`config.mk`:
```
export PLATFORM = sky130hd
export DESIGN_NAME = board_io_ctrl
export DESIGN_NICKNAME = d
export VERILOG_FILES = /design/src/rtl/board_io_pkg.sv /design/src/rtl/btn_debounce.sv /design/src/rtl/board_io_ctrl.sv
export SDC_FILE = /design/constraint.sdc
export NUM_CORES = 1
export LEC_CHECK = 0
export CAP_MARGIN = 30
export CORE_MARGIN = 1
export CORE_UTILIZATION = 40
export CTS_CLUSTER_DIAMETER = 200
export DETAILED_ROUTE_END_ITERATION = 8
export PLACE_DENSITY = 0.75
export SLEW_MARGIN = 10
export SYNTH_ARGS = -nofsm -noshare
export SYNTH_HDL_FRONTEND = slang
export SYNTH_HIERARCHICAL = 1
export SYNTH_SLANG_ARGS = --single-unit
```
`constraint.sdc`:
```
create_clock -name original_clk -period 4.4 [get_ports original_clk]
set_clock_uncertainty 0.15 [all_clocks]
set_input_delay 0.66 -clock original_clk [delete_from_list [all_inputs] [get_ports original_clk]]
set_output_delay 0.66 -clock original_clk [all_outputs]
set_load 0.01 [all_outputs]
```
`src/rtl/board_io_pkg.sv`:
```
// Shared types and helpers for the board I/O controller: reset-stretcher
// state encoding and the counter-width function used by every counter.
package board_io_pkg;

    typedef enum logic {
        HOLD = 1'b0,
        RUN  = 1'b1
    } stretch_state_t;

    // Bits needed for a counter that must be able to hold max_val itself.
    function automatic int unsigned cnt_width(input int unsigned max_val);
        return (max_val < 1) ? 1 : $clog2(max_val + 1);
    endfunction

endpackage

```
`src/rtl/btn_debounce.sv`:
```
// One button channel: two-flop synchroniser, stability counter, debounced
// level, rising-edge press pulse and press toggle (both gated by hold).
module btn_debounce
    import board_io_pkg::*;
#(
    parameter int unsigned DEBOUNCE_CYCLES = 16
) (
    input  logic clk,
    input  logic rst,
    input  logic raw,
    input  logic hold,
    output logic level,
    output logic press,
    output logic toggle
);

    localparam int unsigned DB_W = cnt_width(DEBOUNCE_CYCLES);
    localparam logic [DB_W-1:0] DB_LAST = DB_W'(DEBOUNCE_CYCLES - 1);

    logic [1:0]      sync_q;
    logic [DB_W-1:0] cnt_q;
    logic            level_q;
    logic            press_q;
    logic            toggle_q;
    logic            differs;
    logic            accept;
    logic            accept_rise;

    assign differs     = (sync_q[1] != level_q);
    assign accept      = differs && (cnt_q == DB_LAST);
    assign accept_rise = accept && sync_q[1] && !hold;

    // NOTE: every register, including the synchroniser, is cleared by the
    // synchronous reset so an abandoned debounce leaves nothing behind.
    always_ff @(posedge clk) begin
        if (rst) begin
            sync_q   <= '0;
            cnt_q    <= '0;
            level_q  <= 1'b0;
            press_q  <= 1'b0;
            toggle_q <= 1'b0;
        end else begin
            sync_q <= {sync_q[0], raw};
            if (accept) begin
                level_q <= sync_q[1];
                cnt_q   <= '0;
            end else if (differs) begin
                cnt_q <= cnt_q + 1'b1;
            end else begin
                cnt_q <= '0;
            end
            // Pulse lands in the same cycle the level rises.
            press_q <= accept_rise;
            if (accept_rise) begin
                toggle_q <= ~toggle_q;
            end
        end
    end

    assign level  = level_q;
    assign press  = press_q;
    assign toggle = toggle_q;

endmodule

```
`src/rtl/board_io_ctrl.sv`:
```
// Board I/O controller: reset stretcher, masked LED register and optional
// debounced buttons (enabled by defining BOARD_IO_BUTTON_EN).
module board_io_ctrl
    import board_io_pkg::*;
#(
    parameter int unsigned  N_BTN           = 4,
    parameter int unsigned  DEBOUNCE_CYCLES = 16,
    parameter int unsigned  RST_HOLD_CYCLES = 1024,
    parameter int unsigned  LED_W           = 8,
    parameter logic [LED_W-1:0] LED_RESET   = '0
) (
    input  logic             original_clk,
    input  logic             rst,
    input  logic [N_BTN-1:0] btn_raw,
    input  logic             led_wr_en,
    input  logic [LED_W-1:0] led_wr_data,
    input  logic [LED_W-1:0] led_wr_mask,
    output logic             core_rst,
    output logic [N_BTN-1:0] btn_level,
    output logic [N_BTN-1:0] btn_press,
    output logic [N_BTN-1:0] btn_toggle,
    output logic [LED_W-1:0] leds
);

    localparam int unsigned HOLD_W = cnt_width(RST_HOLD_CYCLES);
    localparam logic [HOLD_W-1:0] HOLD_MAX = HOLD_W'(RST_HOLD_CYCLES);

    if (N_BTN < 1 || N_BTN > 16) begin : g_bad_n_btn
        $error("N_BTN out of range");
    end
    if (DEBOUNCE_CYCLES < 2 || DEBOUNCE_CYCLES > 65535) begin : g_bad_debounce
        $error("DEBOUNCE_CYCLES out of range");
    end
    if (RST_HOLD_CYCLES < 1 || RST_HOLD_CYCLES > (1 << 20)) begin : g_bad_hold
        $error("RST_HOLD_CYCLES out of range");
    end

    stretch_state_t    state_q;
    stretch_state_t    state_d;
    logic [HOLD_W-1:0] hold_cnt_q;
    logic [HOLD_W-1:0] hold_cnt_d;
    logic [LED_W-1:0]  leds_q;

    // NOTE: sequential state uses non-blocking assignments only, so every
    // register samples the pre-edge values of the others.
    always_ff @(posedge original_clk) begin
        if (rst) begin
            state_q    <= HOLD;
            hold_cnt_q <= '0;
        end else begin
            state_q    <= state_d;
            hold_cnt_q <= hold_cnt_d;
        end
    end

    // NOTE: defaults first keep this block free of inferred latches.
    always_comb begin
        state_d    = state_q;
        hold_cnt_d = hold_cnt_q;
        case (state_q)
            HOLD: begin
                // Counter reaches RST_HOLD_CYCLES and saturates; the
                // following edge releases the core.
                if (hold_cnt_q == HOLD_MAX) begin
                    state_d = RUN;
                end else begin
                    hold_cnt_d = hold_cnt_q + 1'b1;
                end
            end
            RUN: begin
                state_d = RUN;
            end
        endcase
    end

    assign core_rst = (state_q == HOLD);

    // LED writes ignore core_rst; only the board reset clears them.
    always_ff @(posedge original_clk) begin
        if (rst) begin
            leds_q <= LED_RESET;
        end else if (led_wr_en) begin
            leds_q <= (leds_q & ~led_wr_mask) | (led_wr_data & led_wr_mask);
        end
    end

    assign leds = leds_q;

`ifdef BOARD_IO_BUTTON_EN
    for (genvar i = 0; i < N_BTN; i++) begin : g_btn
        btn_debounce #(
            .DEBOUNCE_CYCLES(DEBOUNCE_CYCLES)
        ) u_btn (
            .clk    (original_clk),
            .rst    (rst),
            .raw    (btn_raw[i]),
            .hold   (core_rst),
            .level  (btn_level[i]),
            .press  (btn_press[i]),
            .toggle (btn_toggle[i])
        );
    end
`else
    logic unused_btn_raw;
    assign unused_btn_raw = ^btn_raw;
    assign btn_level      = '0;
    assign btn_press      = '0;
    assign btn_toggle     = '0;
`endif

endmodule

```
==> run summary <==
The run finished with clean final reports. The setup path with the least slack is of type flop to output port. The worst hold path passes through 2 cells. For this run the aggregate overflow at the end of global routing stands at 0. The commonest cells after synthesis are 24 x sky130_fd_sc_hd__nand2_1, 20 x sky130_fd_sc_hd__dfxtp_1, 15 x sky130_fd_sc_hd__a21oi_1. IR analysis of the VDD net gives a maximum drop of 0.222 mV. The critical path starts at state_q. The worst setup path is launched from a flop. The first global-routing pass estimated 3110 um of wire. The run gives 400 sq um as the storage element area. The logs give 914 um for the met1 layer wirelength in the final routing and 0.520 nW for the reported leakage power. The startpoint of the most critical register-to-register path is hold_cnt_q[5].

The clock passes through at most 2 buffers. Cell at the root of the clock tree: sky130_fd_sc_hd__clkbuf_4. The tools report the routed wire length as 2120 um. Routed signal wires occupy layers up through met4.

The run gives 0.424 as the headroom to the max-slew limit. Setup total negative slack on the finished layout was measured at 0 ns. The top-area cell type share of the netlist area came out at 0.370. The switching power total is 0.000126 W, and the number of I/O pins is 44. In this run, synthesis produced a sequential element count of 20. In this run, post-CTS hold repair placed 0 buffers.

Entering global routing, the biggest net connects 27 pins. Setup violations remaining at the end of the flow were counted as 0. Routability-driven placement finished with a final weighted congestion of 0.787.

The signal on the critical path passes through inv_1, clkdlybuf4s50_1. The tools report the detailed-placement wirelength estimate as 1610 um. For the worst setup path, the data arrival time is 1.33 ns.

After the first detailed-routing iteration, the DRC count stood at 15. The slowest stage of the critical path belongs to the cell sky130_fd_sc_hd__clkdlybuf4s50_1. The number of global-route vias before repair is 788, and the number of gates resized after cts is 0.

The part of the power in the clock network came out at 0.243. The number of antenna diodes in the final layout is 0. The number of iterations in the first detailed-routing pass was 4. In this design, the stage delay of the slowest critical-path cell is 0.48 ns. The run gives 0.245 as the combinational share of power. At the worst endpoint, the required time is 3.59 ns. In the synthesized netlist the dominant register cell turns out to be sky130_fd_sc_hd__dfxtp_1. The switching power as a share of total power is 0.297.

The floorplan step defined a die boundary enclosing 2920 sq um. The x dimension of the die was 54.0 um. For the H-tree depth, the log shows 1. The initialized floorplan defines 18 standard-cell rows. The effective utilization at floorplan came out at 0.429.

The later pin in the worst-skew pair is clocked with a latency of 0.29 ns. Input and output buffers added on the ports amount to 27. After clock tree synthesis, the clock-pin slew on the worst setup and hold paths is 0.11 ns. The reported max-cap violation count was 0; the timing-limited maximum frequency was 467 MHz. The final count of hold timing violations was 0; the number of max-slew violations in the final report was 0. For this run, the number of Yosys warnings is 6. Measured along the y axis, the die boundary spans 54.0 um. For the number of antenna violations at the first check in global routing, the log shows 0.

The detailed-route via count was 963; the number of CTS-inserted buffers was 3. Cell internal power was estimated by the tool at 0.000298 W. In the final design database the tool counted 186 nets. Total power for the finished layout comes to 0.000424 W.

The depth of the most critical reg-to-reg path was 3. The worst hold path belongs to the class flop to flop. After synthesis, the cell types taking the most area are sky130_fd_sc_hd__dfxtp_1 37%, sky130_fd_sc_hd__buf_4 8.3%, sky130_fd_sc_hd__nand2_1 8.3%, sky130_fd_sc_hd__a21oi_1 6.9%, sky130_fd_sc_hd__nand3_1 5.1%. Detailed routing placed a total of 961 um of wire on met2.

The total global routing track utilization is 0.146. In this run the remaining antenna-violating nets after routing total 0. Dividing the detail-routed wire length by the instance count gives 11.2 um. The relative contribution of sequential cells to total power was 0.512; the netlist area before placement was 1080 sq um.

Dividing the detail-routed via count by the number of cells gives 5.07. The number of distinct standard cells referenced by the synthesized netlist was 30; the CTS sink count was 20. The synthesized area per cell works out to 8.08 sq um. The combined area of the multi-input logic cells is 592 sq um. The final period utilization was 0.486; the highest net fanout along the worst path was 8.

Share of final-layout standard cells stronger than drive strength 1: 0.0688. After filler insertion, the fill cell instance count of the layout stands at 253. TritonCTS built the clock tree.

The sequential area share after synthesis came out at 0.370. The sum of met3 wire segment lengths after detailed routing is 228 um. Compared with the post-synthesis result, the final layout area differs by 24.5%. The library cell occupying the most area in the post-synthesis netlist is sky130_fd_sc_hd__dfxtp_1. The measured slew at the worst slew-check pin is 0.862 ns. The synthesized instance count was 134. The region available for standard cell placement spans 2520 sq um.

In this run, synthesis inferred 0 flip-flops with an integrated enable. The power density over cell area works out to 315 nW/um^2. The worst setup path is captured at an output port. Once the clock tree was built, the setup fixing pass inserted 0 buffers. The worst path needs 2.14 ns of the cycle, external delays included. The most frequent cell after synthesis was sky130_fd_sc_hd__nand2_1. The share of flip-flops with an asynchronous set or reset came out at 0. Setup repair after global routing left no endpoint under its margin. For this run, design rule violations remaining after detail routing come to 0.
power by group through the flow:
stage	Clock (W)	Sequential, W	Combinational [W]
detailed placement	0	0.000222	0.000103
finish	0.000103	0.000217	0.000104
global placement	0	0.000220	0.0000995
global route	0.000117	0.000221	0.000117
floorplan	0	0.000218	0.0000762
CTS	0.000109	0.000217	0.000104
layout make-up:
type / count / area share
Clock buffer: 4 / 0.0269
Inverter: 3 / 0.00836
Multi-Input combinational cell: 106 / 0.439
Sequential cell: 20 / 0.297
Tap cell: 30 / 0.0279
Timing Repair Buffer: 27 / 0.201
kinds of logic (layout without fill, tap and decap cells):
family,count (synthesis),in the layout,share of synthesized area
buffers and inverters,19,34,0.121
adder cells (fa/ha/maj),2,2,0.0231
other,1,12,0.00346
multiplexers,2,2,0.0208
XOR/XNOR,1,1,0.00809
AND/OR/NAND/NOR,64,64,0.323
flip-flops,20,20,0.370
AO/OA/AOI/OAI,25,25,0.131
cells in the final DEF, fill, tap and decap left out, drive strengths merged, types with 2 or more instances in the layout:
cell type	synthesis	layout
clkdlybuf4s50	0	27
nand2	24	24
dfxtp	20	20
a21oi	15	15
conb	1	12
nand3	11	11
o21ai	6	6
nor2b	5	5
nand4	4	4
or3	4	4
clkbuf	2	4
inv	3	3
nor2	3	3
nor3	3	3
mux2	2	2
or4	2	2
nand2b	2	2
a2bb2oi	2	2
ha	2	2
nand4b	2	2
worst paths after layout:
kind	to	slack (ns)
setup / recovery	core_rst	2.26
setup reg to reg	hold_cnt_q[2]	2.76
hold / removal	flop	0.31
hold reg to reg	flop	0.31
stage by stage:
| stage | utilization | worst slack (ns) | cells | hold slack (ns) | area, sq um |
|---|---|---|---|---|---|
| final | 0.534 | 2.26 | 190 | 0.312 | 1350 |
| after floorplan | - | 2.81 | 145 | 0.325 | 1120 |
| after global routing | 0.534 | 2.16 | 190 | 0.337 | 1350 |
| after detailed placement | 0.520 | 1.97 | 186 | 0.298 | 1310 |
| after CTS | 0.534 | 2.25 | 190 | 0.314 | 1350 |
| after global placement | 0.520 | 2.04 | 186 | 0.295 | 1310 |
critical path, delay by kind of cell (launching register included):
kind | cells | cell delay [ns]
buffers and inverters | 2 | 0.57
DFF | 1 | 0.47
metal layers:
metal,track usage,up-vias
li1,-,503
met1,0.166,412
met2,0.267,44
met3,0.0311,4
met4,0.0470,0
met5,0,-
Power figures use the tool's default switching activity.
